<file path="src/rtl/rom_loader_pkg.sv">
// Shared types and defaults for the ROM boot loader.
// ROM_LOAD_CHKSUM_EN (optional) adds the trailing checksum state LD_CHK.
package rom_loader_pkg;

   typedef enum logic [2:0] {
      LD_IDLE = 3'd0,
      LD_LEN  = 3'd1,
      LD_DATA = 3'd2,
      LD_CHK  = 3'd3,
      LD_ERR  = 3'd4
   } ld_state_t;

   localparam logic [31:0] DEF_BASE_ADDR = 32'h0000_0000;
   localparam int          DEF_MAX_WORDS = 4096;
   localparam logic [7:0]  DEF_MAGIC     = 8'h5A;

   function automatic logic [31:0] word_addr(input logic [31:0] base, input logic [31:0] idx);
      return base + (idx << 2);
   endfunction

endpackage

</file>
<file path="src/rtl/rom_loader_if.sv">
// Byte-stream input and ROM write port of the boot loader.
// master = byte source / ROM side, slave = loader.
interface rom_loader_if;
   logic        rx_valid;
   logic [7:0]  rx_data;
   logic        rx_ready;
   logic        rom_wen;
   logic [31:0] rom_w_addr;
   logic [31:0] rom_w_data;

   modport master (output rx_valid, rx_data,
                   input  rx_ready, rom_wen, rom_w_addr, rom_w_data);
   modport slave  (input  rx_valid, rx_data,
                   output rx_ready, rom_wen, rom_w_addr, rom_w_data);
endinterface

</file>
<file path="src/rtl/rom_loader.sv">
// Framed byte-stream boot loader: MAGIC, 4-byte LE count N, N LE words, writes into ROM.
// ROM_LOAD_CHKSUM_EN defined: a trailing sum-mod-256 byte is verified before load_done.
//
// state   | meaning
// --------+-----------------------------------------------------------
// LD_IDLE | hunting for MAGIC, other bytes dropped
// LD_LEN  | assembling the 32-bit word count
// LD_DATA | assembling payload words, one ROM write per word
// LD_CHK  | waiting for the checksum byte (checksum build only)
// LD_ERR  | frame aborted, input stalled until err_clr
module rom_loader
   import rom_loader_pkg::*;
#(
   parameter logic [31:0] BASE_ADDR = DEF_BASE_ADDR,
   parameter int          MAX_WORDS = DEF_MAX_WORDS,
   parameter logic [7:0]  MAGIC     = DEF_MAGIC
) (
   input  logic         clk,
   input  logic         rstn,
   rom_loader_if.slave  bus,
   input  logic         err_clr,
   output logic         core_hold,
   output logic         load_done,
   output logic         load_err
);

   localparam int IDX_W = $clog2(MAX_WORDS + 1);

   ld_state_t        state, state_nxt;
   logic [1:0]       byte_cnt;
   logic [23:0]      asm_buf;
   logic [31:0]      word_cnt;
   logic [IDX_W-1:0] word_idx;
   logic             rom_wen_q;
   logic [31:0]      rom_w_addr_q, rom_w_data_q;
   logic             accept, last_byte;
   logic             start, wr, finish, fault, clear;
   logic [31:0]      full_word;
`ifdef ROM_LOAD_CHKSUM_EN
   logic [7:0]       chk_sum;
`endif

   assign bus.rx_ready   = (state != LD_ERR);
   assign bus.rom_wen    = rom_wen_q;
   assign bus.rom_w_addr = rom_w_addr_q;
   assign bus.rom_w_data = rom_w_data_q;

   assign accept    = bus.rx_valid && bus.rx_ready;
   assign last_byte = accept && (byte_cnt == 2'd3);
   // asm_buf already holds bytes 0..2; the incoming byte completes the word
   assign full_word = {bus.rx_data, asm_buf};

   always_ff @(posedge clk or negedge rstn) begin
      if (!rstn) state <= LD_IDLE;
      else       state <= state_nxt;
   end

   always_comb begin
      state_nxt = state;
      start     = 1'b0;
      wr        = 1'b0;
      finish    = 1'b0;
      fault     = 1'b0;
      clear     = 1'b0;
      case (state)
         LD_IDLE: begin
            if (accept && (bus.rx_data == MAGIC)) begin
               start     = 1'b1;
               state_nxt = LD_LEN;
            end
         end
         LD_LEN: begin
            if (last_byte) begin
               if (full_word == 32'd0) begin
`ifdef ROM_LOAD_CHKSUM_EN
                  state_nxt = LD_CHK;
`else
                  finish    = 1'b1;
                  state_nxt = LD_IDLE;
`endif
               end else if (full_word > 32'(MAX_WORDS)) begin
                  fault     = 1'b1;
                  state_nxt = LD_ERR;
               end else begin
                  state_nxt = LD_DATA;
               end
            end
         end
         LD_DATA: begin
            if (last_byte) begin
               wr = 1'b1;
               if (32'(word_idx) + 32'd1 == word_cnt) begin
`ifdef ROM_LOAD_CHKSUM_EN
                  state_nxt = LD_CHK;
`else
                  finish    = 1'b1;
                  state_nxt = LD_IDLE;
`endif
               end
            end
         end
`ifdef ROM_LOAD_CHKSUM_EN
         LD_CHK: begin
            if (accept) begin
               if (bus.rx_data == chk_sum) begin
                  finish    = 1'b1;
                  state_nxt = LD_IDLE;
               end else begin
                  fault     = 1'b1;
                  state_nxt = LD_ERR;
               end
            end
         end
`endif
         LD_ERR: begin
            if (err_clr) begin
               clear     = 1'b1;
               state_nxt = LD_IDLE;
            end
         end
         default: state_nxt = LD_IDLE;
      endcase
   end

   always_ff @(posedge clk or negedge rstn) begin
      if (!rstn) begin
         byte_cnt     <= '0;
         asm_buf      <= '0;
         word_cnt     <= '0;
         word_idx     <= '0;
         rom_wen_q    <= 1'b0;
         rom_w_addr_q <= '0;
         rom_w_data_q <= '0;
         core_hold    <= 1'b0;
         load_done    <= 1'b0;
         load_err     <= 1'b0;
      end else begin
         rom_wen_q <= wr;
         if (wr) begin
            rom_w_addr_q <= word_addr(BASE_ADDR, 32'(word_idx));
            rom_w_data_q <= full_word;
            word_idx     <= word_idx + 1'b1;
         end
         if (accept && ((state == LD_LEN) || (state == LD_DATA))) begin
            byte_cnt <= byte_cnt + 2'd1;
            asm_buf  <= {bus.rx_data, asm_buf[23:8]};
         end
         if ((state == LD_LEN) && last_byte) word_cnt <= full_word;
         if (start) begin
            byte_cnt  <= '0;
            word_idx  <= '0;
            core_hold <= 1'b1;
            load_done <= 1'b0;
            load_err  <= 1'b0;
         end
         if (finish) begin
            core_hold <= 1'b0;
            load_done <= 1'b1;
         end
         if (fault) load_err <= 1'b1;
         if (clear) begin
            core_hold <= 1'b0;
            load_err  <= 1'b0;
         end
      end
   end

`ifdef ROM_LOAD_CHKSUM_EN
   always_ff @(posedge clk or negedge rstn) begin
      if (!rstn)                              chk_sum <= '0;
      else if (start)                         chk_sum <= '0;
      else if (accept && (state == LD_DATA))  chk_sum <= chk_sum + bus.rx_data;
   end
`endif

endmodule

</file>
<file path="src/flat_wrapper.sv">
// flat-port wrapper written by rule: the top's interface ports become plain ports
module rom_loader_flat import rom_loader_pkg::*;
#(
   parameter logic [31:0] BASE_ADDR = DEF_BASE_ADDR,
   parameter int          MAX_WORDS = DEF_MAX_WORDS,
   parameter logic [7:0]  MAGIC     = DEF_MAGIC
)
  (clk, rstn, err_clr, core_hold, load_done, load_err, bus_rx_valid, bus_rx_data, bus_rx_ready, bus_rom_wen, bus_rom_w_addr, bus_rom_w_data);
  rom_loader_if bus_i ();
  input  logic clk;
  input  logic rstn;
  input  logic err_clr;
  output logic core_hold;
  output logic load_done;
  output logic load_err;
  input wire logic [$bits(bus_i.rx_valid)-1:0] bus_rx_valid;
  input wire logic [$bits(bus_i.rx_data)-1:0] bus_rx_data;
  output wire logic [$bits(bus_i.rx_ready)-1:0] bus_rx_ready;
  output wire logic [$bits(bus_i.rom_wen)-1:0] bus_rom_wen;
  output wire logic [$bits(bus_i.rom_w_addr)-1:0] bus_rom_w_addr;
  output wire logic [$bits(bus_i.rom_w_data)-1:0] bus_rom_w_data;
  assign bus_i.rx_valid = bus_rx_valid;
  assign bus_i.rx_data = bus_rx_data;
  assign bus_rx_ready = bus_i.rx_ready;
  assign bus_rom_wen = bus_i.rom_wen;
  assign bus_rom_w_addr = bus_i.rom_w_addr;
  assign bus_rom_w_data = bus_i.rom_w_data;
  rom_loader #(.BASE_ADDR(BASE_ADDR), .MAX_WORDS(MAX_WORDS), .MAGIC(MAGIC)) u_core (.clk(clk), .rstn(rstn), .bus(bus_i), .err_clr(err_clr), .core_hold(core_hold), .load_done(load_done), .load_err(load_err));
endmodule
</file>
<file path="config.mk">
export PLATFORM = sky130hd
export DESIGN_NAME = rom_loader_flat
export DESIGN_NICKNAME = d
export VERILOG_FILES = /design/src/rtl/rom_loader_pkg.sv /design/src/rtl/rom_loader_if.sv /design/src/rtl/rom_loader.sv /design/src/flat_wrapper.sv
export SDC_FILE = /design/constraint.sdc
export NUM_CORES = 1
export LEC_CHECK = 0
export BUFFER_PORTS_ARGS = -buffer_cell sky130_fd_sc_hd__buf_2
export CAP_MARGIN = 30
export CORE_UTILIZATION = 35
export CTS_CLUSTER_SIZE = 20
export DETAILED_ROUTE_END_ITERATION = 12
export HOLD_SLACK_MARGIN = 0.12
export PLACE_DENSITY = 0.58
export RECOVER_POWER = 100
export SYNTH_ARGS = -nofsm -noshare
export SYNTH_HDL_FRONTEND = slang
export SYNTH_SLANG_ARGS = --single-unit
</file>
<file path="constraint.sdc">
create_clock -name clk -period 2.73 [get_ports clk]
set_input_delay 0.1365 -clock clk [delete_from_list [all_inputs] [get_ports clk]]
set_output_delay 0.1365 -clock clk [all_outputs]
set_load 0.05 [all_outputs]
</file>
## Word level (Yosys, flattened, before mapping)

Index checks and enable logic that the tools add are counted.

- Register bits after elaboration: 123
- Bits of input ports: 12
- Output and inout port bits: 69
- Word-level logic and storage cells: 75

- Add/subtract/negate cells: 3
- Order comparisons: 1
- Equal/unequal tests: 12
- Mux-type cells: 34
- Reductions and logical operators: 14

Operators by type and width:

| kind | number |
|---|---|
| equality test 32 bit | 1 |
| > comparator 32 x 13 -> 1 bit (second input constant) | 1 |
| zero test 32 bit | 1 |
| two-way mux 13 bit | 2 |
| two-way mux 1 bit | 21 |
| two-way mux 3 bit | 7 |
| adder 13 x 1 -> 14 bit (second input constant) | 1 |
| adder 13 x 1 -> 13 bit (second input constant) | 1 |
| case mux 3 bit (4 select lines) | 1 |
| equality test 8 x 7 -> 1 bit (second input constant) | 1 |
| inequality test 2 x 1 -> 1 bit (second input constant) | 4 |
| nonzero test 2 bit | 3 |
| nonzero test 3 bit | 2 |
| logical AND 1 bit | 5 |
| AND reduction 5 bit | 1 |
| two-way mux 2 bit | 2 |
| equality test 3 x 1 -> 1 bit (second input constant) | 1 |
| equality test 3 x 2 -> 1 bit (second input constant) | 1 |
| equality test 3 bit (second input constant) | 1 |
| zero test 3 bit | 1 |
| inequality test 3 bit (second input constant) | 1 |
| adder 2 x 1 -> 2 bit (second input constant) | 1 |
| equality test 2 bit (second input constant) | 1 |
| inequality test 2 bit (second input constant) | 1 |
| other kinds (2) | 2 |

## Depth between registers and ports, before layout

Gate-level depths: netlist (run 1).

- Depth after elaboration: 8
- Depth in mapped cells: 9
- Gate-level depth less buffers: 7

## Worst setup path before layout (run 1)

OpenSTA, ideal clock, no wires.

- Path kind: flip-flop to flip-flop
- From: register u_core.word_idx[0]
- To: register u_core.core_hold
- Setup time: 0.140 ns
- Arrival: 2.257 ns
- Required time: 2.590 ns
- Slack: 0.334 ns
- Cell stages (with the launch flop): 10
- Path buffers: 2
- Clock period less this slack: 2.396 ns
- Cell sequence: dfrtp_1 > ha_1 > buf_6 > and3_4 > buf_6 > and3_4 > or4_1 > o21ba_1 > o31ai_2 > a21oi_1

- Cells in the longest elaborated chain, start to end: 7
- Elaborated cells on any way between the ends: 8
- Those cells by class: 1 x add/sub; 1 x eq/ne; 5 x mux; 1 x reduce/logical

RTL lines:

| item | line | text |
|---|---|---|
| start: declaration | rom_loader.sv:33 | `logic [IDX_W-1:0] word_idx;` |
| start signal: assignment | rom_loader.sv:142 | `word_idx <= word_idx + 1'b1;` |
| adder 13 x 1 -> 14 bit * | rom_loader.sv:92 | `if (32'(word_idx) + 32'd1 == word_cnt) begin` |
| equality test 32 bit * | rom_loader.sv:92 |  |
| two-way mux 1 bit * | rom_loader.sv:92 |  |
| two-way mux 1 bit * | rom_loader.sv:90 | `if (last_byte) begin` |
| case mux 1 bit (2 select lines) * | rom_loader.sv:65 | `case (state)` |
| two-way mux 1 bit | rom_loader.sv:156 | `if (finish) begin` |
| two-way mux 1 bit | rom_loader.sv:161 | `if (clear) begin` |
| end signal: assignment | rom_loader.sv:152 | `core_hold <= 1'b1;` |
| end signal: assignment | rom_loader.sv:157 | `core_hold <= 1'b0;` |
| end signal: assignment | rom_loader.sv:162 | `core_hold <= 1'b0;` |
| end: declaration | rom_loader.sv:22 | `output logic core_hold,` |

Every way passes the cells marked *; elsewhere a longest branch is shown, timed or not.
A chain may end at the register's enable or synchronous reset.

## Worst setup path in the final report (run 1)

Ends and elaborated chain as after synthesis.

==> results of run 1 <==
[power by group]
group | leakage [nW] | switching, W | internal (W)
logic | 1.23 | 0.00148 | 0.000565
clock network | 0.288 | 0.000837 | 0.00149
registers | 1.61 | 0.000501 | 0.00232
[layout by cell type, fill, tap and decap left out, types with 2 or more instances in the layout]
master / Yosys / routed
clkbuf_1: 22 / 51
inv_1: 2 / 2
nand2b_1: 2 / 2
clkbuf_2: 1 / 4
ha_1: 2 / 2
dlygate4sd3_1: 0 / 10
o21ai_0: 18 / 19
xor2_1: 5 / 5
nand4_1: 11 / 11
nor2b_1: 2 / 2
dfrtp_1: 123 / 123
mux2_2: 56 / 56
nor3_1: 6 / 6
conb_1: 1 / 19
nor2_1: 15 / 15
or4_1: 3 / 3
clkbuf_8: 0 / 2
o41ai_1: 2 / 2
buf_4: 19 / 2
nor4_1: 12 / 12
clkbuf_16: 0 / 17
clkinv_4: 0 / 3
nand2_1: 152 / 152
clkinvlp_4: 0 / 5
nand3_1: 8 / 8
and2_1: 6 / 5
xnor2_1: 17 / 17
a21oi_1: 8 / 8
bufinv_16: 0 / 3
o31ai_1: 8 / 9
buf_2: 4 / 9
a21boi_0: 2 / 2
and4_1: 2 / 2
and3_4: 2 / 2
[metrics by stage]
step / hold WS [ns] / cell area (sq um) / setup WS [ns] / total power, W
after floorplan: -0.1591 / 5662 / 0.3335 / 0.004382
after global placement: 0.2574 / 6005 / 0.3092 / 0.004918
after detailed placement: 0.2685 / 6005 / 0.2733 / 0.004965
after CTS: 0.1637 / 6725 / 0.2506 / 0.007341
after global routing: 0.2306 / 6646 / 0.05709 / 0.007566
final: 0.1821 / 6646 / 0.2071 / 0.007185
[kinds of logic (layout without fill, tap and decap cells)]
family          after synthesis  count (layout)  synth area share (%)
other cells                   1              19               0.06703
buf+inv                      53             112                 5.345
xor+xnor                     22              22                 3.444
flops                       123             123                 55.02
compound gates               52              52                 6.263
mux                          57              57                 11.45
fa+ha+maj                     2               2                0.4473
simple gates                226             226                 17.96
[per-layer routing]
layer	wire, um	GRT usage [%]	share of wire, %
met4	208	5.952	1.7
met5	0	0	0
met2	5930	26.80	48
met1	5787	21.10	47
met3	425	4.033	3.4
[final cells by class]
| type | instances | area share (%) |
|---|---|---|
| sequential | 123 | 46.31 |
| timing repair buffer | 77 | 5.892 |
| tap | 211 | 3.972 |
| clock inverter | 13 | 2.523 |
| inverter | 3 | 0.1694 |
| clock buffer | 19 | 6.815 |
| multi-input combinational | 378 | 34.32 |
[sequential cells by signal, indices dropped and copies added (netlist names)]
| name | cells |
|---|---|
| u_core.asm_buf | 24 |
| u_core.bus.rom_w_addr | 13 |
| u_core.bus.rom_w_data | 32 |
| u_core.bus.rom_wen | 1 |
| u_core.byte_cnt | 2 |
| u_core.core_hold | 1 |
| u_core.load_done | 1 |
| u_core.load_err | 1 |
| u_core.state | 3 |
| u_core.word_cnt | 32 |
| u_core.word_idx | 13 |
[worst max-delay path: stages, from the launching register on]
cell and delay, ns:
dfrtp_1 0.47, ha_1 0.33, and3_4 0.24, and3_4 0.19, or4_1 0.50, o21ba_1 0.22
o31ai_1 0.31, a21oi_1 0.11
[final timing paths]
kind                                           start                         to  slack (ns)  cells after the start
min                                     bus_rx_valid            u_core.state[0]        0.18                      4
max reg2reg                       u_core.word_idx[0]           u_core.core_hold        0.21                      7
min in group asynchronous                       rstn  u_core.bus.rom_w_data[15]        0.65                      2
min reg2reg                u_core.bus.rom_w_addr[11]  u_core.bus.rom_w_addr[11]        0.47                      2
max                               u_core.word_idx[0]           u_core.core_hold        0.21                      7
max in group asynchronous                       rstn         u_core.word_cnt[1]        1.07                      3
[timing repair]
action                                  in CTS  in global routing
hold buffers                                10                  0
hold endpoints to repair                    85                  0
setup buffers                                0                  0
endpoints found under the setup margin       0                  0
==> results.txt, run 1 <==
----------------------------------------------------
[Status]
  Outcome ... finished with violations
  Violated checks ... capacitance limit, slew limit

[Route]
  Number of routed nets with antenna violations ... 0
  Detailed-route wire length ... 12350 um
  Vias per std cell ... 4.820
  Number of DRC violations after detailed-routing iteration 0 ... ~220
  Count of TritonRoute iterations in the first routing pass ... 4
  Via count of the routed design ... 3972
  Post-route DRC violation count ... 0
  Wire length per cell after detailed routing ... 14.99 um

[Yosys]
  Count of distinct cell types in the synthesized netlist ... 50
  Share of flip-flops with an asynchronous set or reset after synthesis ... 100.0%
  Number of enable-type register cells in the synthesized netlist ... 0
  Cell types occupying the most area after synthesis ... dfrtp_1 (55%), mux2_2 (11%), nand2_1 (10%)
  Cell taking the most area after synthesis ... dfrtp_1
  Gate count of the mapped netlist ... 536
  List of most frequent post-synthesis cells ... nand2_1 (152), dfrtp_1 (123), mux2_2 (56), clkbuf_1 (22), buf_4 (19)
  Fraction of the yosys area taken by sequential cells ... 55.02%
  Top-count cell post-synth ... nand2_1
  Mean Syn Cell Area ... between 10 and 15 sq um
  Post-synthesis register bit count ... about 120
  Post-synthesis cell area ... 0.005594 sq mm
  Most frequently used flop master after synthesis ... dfrtp_1
  Total of warnings raised by yosys ... 0
  Top cell type's share of synthesized area ... 55.02%

[Die]
  Site row count ... 45
  Vert. Die Dim ... 128.4 um
  Total Die Area ... 0.01649 sq mm
  Core Box Area ... approximately 0.015 sq mm
  Floorplan die width ... ~130 um
  # IOs ... about 80
  Effective utilization at floorplan ... between 30% and 40%

[Power and ir drop]
  Leakage component of the power ... 3.128 nW
  P per Cell Area ... 1081 mW/mm^2
  Maximum vdd drop ... 0.7264 mV

[STA]
  Clock period minus final worst setup slack ... about 2.5 ns
  Unrepaired setup endpoints after global routing ... no
  Post-route clock period utilization ... 92.41%
  Transition at the pin with the smallest max-transition slack ... 1.513 ns
  Total negative slack for setup checks ... 0 ns
  Number of pins exceeding their max-slew limit in the final report ... 59
  Final-report hold violation count ... 0
  Setup violations, final ... 0
  Max-slew headroom at the worst pin ... -0.8985%
  Achievable Freq ... 0.3964 GHz
  Final setup skew ... 0.008398 ns

[Finish]
  Final design utilization ... 43.08%
  Layout overhead on the synthesized area ... 18.81%
  Area used by multi-input combinational logic ... ~0.0023 sq mm
  Fraction of layout cells with a size suffix above 1 ... 18.27%
  Final std cells w/o fill ... around 820
  Sequential Area ... between 0.003 and 0.004 sq mm
  Number of nets in the layout ... 614
  Number of antenna diodes ... 0
  FILL cells ... 1546

[GRT]
  Pin count of the biggest net entering global routing ... 66
  Antenna violations before repair ... 0
  Global router's overall resource usage ... 16.39%
  Remaining global-route overflow ... 0
  Number of global-route vias before repair ... 3972
  Wire length of the first global-routing pass ... 20570 um

[CTS]
  CTS resizes ... 0
  Buffer depth of the longest clock path ... 2
  Root cell of the clock tree ... clkbuf_16
  Number of buffers created by CTS ... 17
  Clock transition at the register clock pins on the worst setup and hold paths after CTS ... 0.06 ns
  Total number of clock tree sinks ... 123
  CTS tree ... built
  Clock network latency to the later pin of the worst-skew pair ... 0.42 ns
  Number of H-tree levels ... 4

[Worst hold path]
  Hold Crit Class ... input pin to flip-flop

[Placed design]
  Port Buf Inserts ... 61
  Final weighted congestion of routability-driven global placement ... roughly 0.84
  Placed cell count ... a little under 800
  DP Wirelength ... 8294 um

[Worst setup path]
  Kind of launch point of the worst setup path ... flip-flop
  Critical Path End Type ... flip-flop
  Data required time at the worst endpoint ... 3.00 ns
  Critical Setup Path Class ... flip-flop to flip-flop
  Signal arrival time at the worst endpoint ... around 2.8 ns
  Critical path peak fanout ... 8

[Flow run]
  Max-cap violation count ... 1

----------------------------------------------------
Note: power is estimated with default switching activity, not from simulation.
==> run 2: changes to the inputs <==
Settings changed: CAP_MARGIN 30 to not set, CORE_MARGIN set to 3.
==> run 2 against run 1 <==
The flow now finishes without violations; via count fell by 0.15%; sequential share of layout area rose by 0.23 points; utilization fell by 0.21 points; final cell count rose by 0.12%; count of clock-buffer cells in the layout rose by 3; sequential power barely moved; hold slack improved by 0.0013 ns; register-to-register slack barely moved; critical endpoint unchanged.
==> results.txt, run 2 (synthesis results as in run 1) <==
----------------------------------------------------
[GRT]
  Remaining global-route overflow ... 0 (unchanged)
  Pin count of the biggest net entering global routing ... 62 (-6.1%)
  Antenna violations before repair ... 0 (unchanged)
  Global router's overall resource usage ... 14.98% (-1.4 points)
  Wire length of the first global-routing pass ... 20950 um (+1.8%)
  Number of global-route vias before repair ... 3966 (-0.15%)

[Worst setup path]
  Critical path peak fanout ... 8 (unchanged)
  End point of the critical path ... u_core.core_hold
  CP Buf/Inv Count ... 0 (unchanged)
  Depth of the critical timing path with buffers and inverters included ... 7 (unchanged)
  Kind of launch point of the worst setup path ... flip-flop
  Critical Setup Path Class ... flip-flop to flip-flop
  Delay of the slowest cell on the worst path ... 0.50 ns (about the same)
  Largest delay contributor family on the critical path ... simple AND/OR/NAND/NOR gates
  Worst flop-to-flop path startpoint ... u_core.word_idx[0]
  FF-to-FF End ... u_core.core_hold
  Critical Path End Type ... flip-flop
  Logic depth of the worst register-to-register path ... 7 (unchanged)
  Ordered list of cells on the worst path ... ha_1, and3_4, and3_4, or4_1, o21ba_1, o31ai_1, a21oi_1
  Worst-case register-to-register setup slack ... 0.19 ns (about the same)
  Crit-path slowest cell ... or4_1
  Signal arrival time at the worst endpoint ... 2.81 ns (+0.02 ns)
  Data required time at the worst endpoint ... 3.00 ns (about the same)
  Dominant cell type by count on the critical path ... and3_4
  Source of the critical timing path ... u_core.word_idx[0]

[Die]
  Vert. Die Dim ... 132.4 um (+3.1%)
  Core Box Area ... 0.01543 sq mm (unchanged)
  Effective utilization at floorplan ... 36.26% (unchanged)
  # IOs ... 81 (unchanged)
  Floorplan die width ... 132.4 um (+3.1%)
  Total Die Area ... 0.01754 sq mm (+6.3%)
  Site row count ... 45 (unchanged)

[CTS]
  Buffer depth of the longest clock path ... 2 (unchanged)
  Root cell of the clock tree ... clkbuf_16
  CTS resizes ... 0 (unchanged)
  Total number of clock tree sinks ... 123 (unchanged)
  Number of H-tree levels ... 4 (unchanged)
  Post-CTS setup buffer count ... 0 (unchanged)
  CTS tree ... built
  Clock transition at the register clock pins on the worst setup and hold paths after CTS ... 0.06 ns (about the same)
  Number of buffers created by CTS ... 17 (unchanged)
  Clock network latency to the later pin of the worst-skew pair ... 0.41 ns (about the same)
  Hold bufs inserted after CTS ... 10 (unchanged)

[Power and ir drop]
  Total design power ... 0.007038 W (-2.0%)
  Leakage component of the power ... 3.124 nW (-0.13%)
  P per Cell Area ... 1064 mW/mm^2 (-1.6%)
  Maximum vdd drop ... 0.7205 mV (-0.81%)

[Status]
  Outcome ... complete, no violations

[Route]
  Vias per std cell ... 4.807 (-0.27%)
  Count of TritonRoute iterations in the first routing pass ... 4 (unchanged)
  Post-route DRC violation count ... 0 (unchanged)
  Wire length per cell after detailed routing ... 15.30 um (+2.1%)
  Number of DRC violations after detailed-routing iteration 0 ... 186 (-16%)
  Detailed-route wire length ... 12620 um (+2.2%)
  Via count of the routed design ... 3966 (-0.15%)
  Number of routed nets with antenna violations ... 0 (unchanged)

[Finish]
  Number of nets in the layout ... 615 (+0.16%)
  Most frequent cells in the layout ... nand2_1 (152), dfrtp_1 (123), mux2_2 (56)
  Number of antenna diodes ... 0 (unchanged)
  Fraction of layout cells with a size suffix above 1 ... 17.92% (-0.36 points)
  Final std cells w/o fill ... 825 (+0.12%)
  Layout overhead on the synthesized area ... 18.23%
  FILL cells ... 1551 (+0.32%)
  Most common library cell in the layout ignoring fill and taps ... nand2_1

[Placed design]
  Port Buf Inserts ... 61 (unchanged)
  Placed cell count ... 783 (+0.13%)
  Final weighted congestion of routability-driven global placement ... 0.8388 (+0.30%)
  DP Wirelength ... 8701 um (+4.9%)

[STA]
  Post-route clock period utilization ... 92.95% (+0.53 points)
  Total negative slack for setup checks ... 0 ns (unchanged)
  Setup violations, final ... 0 (unchanged)
  Max-slew headroom at the worst pin ... 15.42% (+16 points)
  Achievable Freq ... 0.3941 GHz (-0.57%)
  Final-report hold violation count ... 0 (unchanged)
  Clock period minus final worst setup slack ... 2.537 ns (+0.01456 ns)
  Unrepaired setup endpoints after global routing ... no
  Transition at the pin with the smallest max-transition slack ... 1.269 ns (-0.2448 ns)
  Final setup skew ... 0.009039 ns (+0.0006407 ns)
  Number of pins exceeding their max-slew limit in the final report ... 0 (-100%)

[Worst hold path]
  Hold Crit Class ... input pin to flip-flop

[Flow run]
  Max-cap violation count ... 0 (-1)

----------------------------------------------------
run 2: cell types whose count changed in the layout (fill, tap and decap cells not counted):
cell and change:
and2_0 -1, and2_1 +1, clkbuf_4 +1, clkbuf_1 +3, clkinv_4 -1, bufinv_16 -1, clkinvlp_4 -3, clkinv_2 +2
run 2: how the worst min path moves through the flow:
stage / startpoint / to / slack (ns) / cells past startpoint
final: bus_rx_valid / u_core.state[0] / 0.18 / 4
after global routing: bus_rx_valid / u_core.state[0] / 0.22 / 4
after CTS: bus_rx_valid / u_core.state[0] / 0.16 / 4
after detailed placement: rstn / u_core.bus.rom_w_data[15] / 0.22 / 1
after global placement: rstn / u_core.bus.rom_w_data[15] / 0.21 / 1
after floorplan: rstn / u_core.asm_buf[0] / -0.16 / 0
run 2: report_power, final:
| group | total (W) | internal, W | switching (W) |
|---|---|---|---|
| logic | 0.00205 | 0.000567 | 0.00149 |
| registers | 0.00281 | 0.00232 | 0.000495 |
| clock network | 0.00217 | 0.00139 | 0.000783 |
| total | 0.00704 | 0.00427 | 0.00276 |
run 2: per-stage QoR:
step / hold WS [ns] / instance area (sq um) / setup slack (ns) / util [%]
final: 0.1835 / 6614 / 0.1926 / 42.87
after global routing: 0.2201 / 6614 / 0.04708 / 42.87
after CTS: 0.1617 / 6705 / 0.2353 / 43.46
after detailed placement: 0.2202 / 6025 / 0.2275 / 39.05
after global placement: 0.2112 / 6025 / 0.2930 / 39.05
after floorplan: -0.1591 / 5662 / 0.3335 / -
run 2: tightest hold or removal path, stage by stage:
cell and delay, ns:
buf_2 0.12, nand2_1 0.08, a21oi_1 0.16, nor3_1 0.05
run 2: metal layers:
layer | track usage [%] | routed length, um | vias to the layer above
met4 | 4.850 | 149 | 0
met2 | 23.74 | 6044 | 72
met3 | 3.650 | 415 | 11
met1 | 20.33 | 6012 | 1954
met5 | 0 | 0 | -
li1 | - | - | 1929
run 2: final cells by class:
| class | instances | area (sq um) | share of cell area (%) |
|---|---|---|---|
| Clock buffer | 22 | 464.2 | 7.019 |
| Clock inverter | 10 | 116.4 | 1.759 |
| Inverter | 3 | 11.26 | 0.1703 |
| Multi-Input combinational cell | 378 | 2281 | 34.49 |
| Sequential cell | 123 | 3078 | 46.54 |
| Tap cell | 211 | 264.0 | 3.992 |
| Timing Repair Buffer | 78 | 399.1 | 6.035 |
==> run 3: changes to the inputs <==
Settings changed: CORE_UTILIZATION 35 to 57, PLACE_DENSITY 0.58 to 0.85.
==> run 3 against run 2 <==
The flow now finishes with violations (capacitance limit, slew limit); wire length down 1.1%; total power is 0.64% higher; sequential power about the same; critical path type unchanged; via count rose by 3.8%; first-iteration DRC count up 42%; combinational power up 2%; clock skew up 0.0027 ns.
==> results.txt, run 3 (synthesis results as in run 1) <==
----------------------------------------------------
[STA]
  Post-route clock period utilization ... 93.01% (about the same)
  Unrepaired setup endpoints after global routing ... no
  Worst hold margin ... 0.3946 ns (+0.2111 ns)
  Final setup skew ... 0.01176 ns (+0.002719 ns)
  Total negative slack for setup checks ... 0 ns (unchanged)
  Setup violations, final ... 0 (unchanged)
  Achievable Freq ... 0.3938 GHz (about the same)
  Max-slew headroom at the worst pin ... -42.89% (-58 points)
  Final-report hold violation count ... 0 (unchanged)
  Number of pins exceeding their max-slew limit in the final report ... 42 (+42)
  Clock period minus final worst setup slack ... 2.539 ns (+0.001765 ns)
  Transition at the pin with the smallest max-transition slack ... 2.143 ns (+0.8747 ns)

[Placed design]
  Port Buf Inserts ... 61 (unchanged)
  Post-place instance area ... 0.005917 sq mm (-1.8%)
  Final weighted congestion of routability-driven global placement ... 0.8500 (+1.3%)
  DP Wirelength ... 8299 um (-4.6%)

[Die]
  # IOs ... 81 (unchanged)
  Effective utilization at floorplan ... 59.69% (+23 points)
  Core Box Area ... 0.009371 sq mm (-39%)
  Site row count ... 35 (-22%)
  Total Die Area ... 0.01104 sq mm (-37%)
  Floorplan die width ... 105.1 um (-21%)
  Vert. Die Dim ... 105.1 um (-21%)

[Finish]
  Fraction of layout cells with a size suffix above 1 ... 17.69% (-0.22 points)
  Number of antenna diodes ... 0 (unchanged)
  Finished layout cell area ... 0.006510 sq mm (-1.6%)
  Most frequent cells in the layout ... nand2_1 (152), dfrtp_1 (123), mux2_2 (54)
  Area used by multi-input combinational logic ... 0.002275 sq mm (-0.27%)
  Most common library cell in the layout ignoring fill and taps ... nand2_1
  FILL cells ... 702 (-55%)
  Sequential Area ... 0.003078 sq mm (unchanged)
  Number of nets in the layout ... 617 (+0.33%)
  Layout overhead on the synthesized area ... 16.37%

[Worst setup path]
  Kind of launch point of the worst setup path ... flip-flop
  Worst-case register-to-register setup slack ... 0.19 ns (about the same)
  Largest delay contributor family on the critical path ... simple AND/OR/NAND/NOR gates
  FF-to-FF End ... u_core.state[1]
  Critical Path End Type ... flip-flop
  Ordered list of cells on the worst path ... ha_1, and3_4, and3_1, or4_1, o21ba_1, nor4_1, o31ai_1
  Delay of the slowest cell on the worst path ... 0.51 ns (about the same)
  Critical path peak fanout ... 8 (unchanged)
  Crit-path slowest cell ... or4_1
  Logic depth of the worst register-to-register path ... 7 (unchanged)
  Worst flop-to-flop path startpoint ... u_core.word_idx[0]
  Signal arrival time at the worst endpoint ... 2.92 ns (+0.11 ns)
  Critical Setup Path Class ... flip-flop to flip-flop
  Data required time at the worst endpoint ... 3.11 ns (+0.11 ns)
  CP Buf/Inv Count ... 0 (unchanged)

[Power and ir drop]
  Maximum vdd drop ... 0.6916 mV (-4.0%)
  P per Cell Area ... 1088 mW/mm^2 (+2.2%)
  Leakage component of the power ... 3.126 nW (about the same)

[Worst hold path]
  Hold Crit Class ... input pin to flip-flop
  Hold worst-path end ... u_core.state[2]
  Number of stages on the worst hold path ... 3 (-1)
  Source of the worst hold timing path ... err_clr

[Route]
  Vias per std cell ... 5.523 (+15%)
  Detailed-route wire length ... 12480 um (-1.1%)
  Count of TritonRoute iterations in the first routing pass ... 5 (+1)
  Post-route DRC violation count ... 0 (unchanged)
  Number of DRC violations after detailed-routing iteration 0 ... 264 (+42%)
  Via count of the routed design ... 4115 (+3.8%)
  Wire length per cell after detailed routing ... 16.75 um (+9.5%)
  Number of routed nets with antenna violations ... 0 (unchanged)

[CTS]
  Clock transition at the register clock pins on the worst setup and hold paths after CTS ... 0.06 ns (about the same)
  Total number of clock tree sinks ... 123 (unchanged)
  CTS resizes ... 0 (unchanged)
  Number of H-tree levels ... 4 (unchanged)
  Root cell of the clock tree ... clkbuf_8
  Clock network latency to the later pin of the worst-skew pair ... 0.51 ns (+0.10 ns)
  Buffer depth of the longest clock path ... 2 (unchanged)
  CTS tree ... built
  Number of buffers created by CTS ... 17 (unchanged)

[Flow run]
  Max-cap violation count ... 1 (+1)

[GRT]
  Antenna violations before repair ... 0 (unchanged)
  Wire length of the first global-routing pass ... 20830 um (-0.56%)
  Remaining global-route overflow ... 0 (unchanged)
  Pin count of the biggest net entering global routing ... 62 (unchanged)
  Number of global-route vias before repair ... 4131 (+4.2%)
  Global router's overall resource usage ... 23.77% (+8.8 points)

[Status]
  Outcome ... finished with violations
  Violated checks ... capacitance limit, slew limit

----------------------------------------------------
run 3: changes by cell type in the layout (fill, tap and decap cells not counted), moves of 2 or more:
cell      delta
clkbuf_2     -2
buf_4        +2
inv_6        +4
mux2_1       +2
mux2_2       -2
clkinv_2     -2
run 3: per-layer routing:
metal	vias to the layer above	share of wire, %	track usage, %
met5	-	0	0
met4	0	1.4	8.903
met3	16	5.1	5.065
met2	131	51	39.83
met1	2027	42	30.43
li1	1941	-	-
run 3: how the worst max path moves through the flow:
| stage | end | start | slack [ns] | cells after the start |
|---|---|---|---|---|
| after floorplan | u_core.core_hold | u_core.word_idx[0] | 0.33 | 9 |
| after global placement | u_core.core_hold | u_core.word_idx[0] | 0.31 | 7 |
| after detailed placement | u_core.state[1] | u_core.word_idx[0] | 0.26 | 7 |
| after CTS | u_core.state[1] | u_core.word_idx[0] | 0.24 | 7 |
| after global routing | u_core.word_idx[10] | bus_rx_data[2] | 0.05 | 8 |
| final | u_core.state[1] | u_core.word_idx[0] | 0.19 | 7 |
run 3: repair_timing:
| action | 4_1_cts | 5_1_grt |
|---|---|---|
| endpoints found under the hold margin | 124 | 0 |
| setup buffers | 0 | 0 |
| hold buffers | 11 | 0 |
run 3: worst min-delay path: cells and delay by family:
family / cells / cell delay, ns
AO/OA/AOI/OAI: 1 / 0.08
buffers and inverters: 2 / 0.65
run 3: power by group:
part           total (W)  leakage, nW  switching (W)  internal, W
combinational    0.00209         1.24        0.00152     0.000568
clock            0.00219        0.275       0.000868      0.00132
sequential       0.00281         1.61       0.000492      0.00232
run 3: final cells by class:
| type | count | share of cell area, % |
|---|---|---|
| Sequential cell | 123 | 47.28 |
| Clock inverter | 14 | 2.460 |
| Multi-Input combinational cell | 378 | 34.94 |
| Timing Repair Buffer | 80 | 6.246 |
| Clock buffer | 18 | 6.419 |
| Tap cell | 129 | 2.479 |
| Inverter | 3 | 0.1730 |
run 3: per-stage QoR:
step / instances / power (W) / util, % / setup WS, ns
after floorplan: 554 / 0.004382 / - / 0.3335
after CTS: 745 / 0.007174 / 70.48 / 0.2396
after global routing: 745 / 0.007409 / 69.47 / 0.05181
after detailed placement: 702 / 0.004963 / 63.14 / 0.2564
after global placement: 702 / 0.004866 / 63.14 / 0.3110
final: 745 / 0.007083 / 69.47 / 0.1908
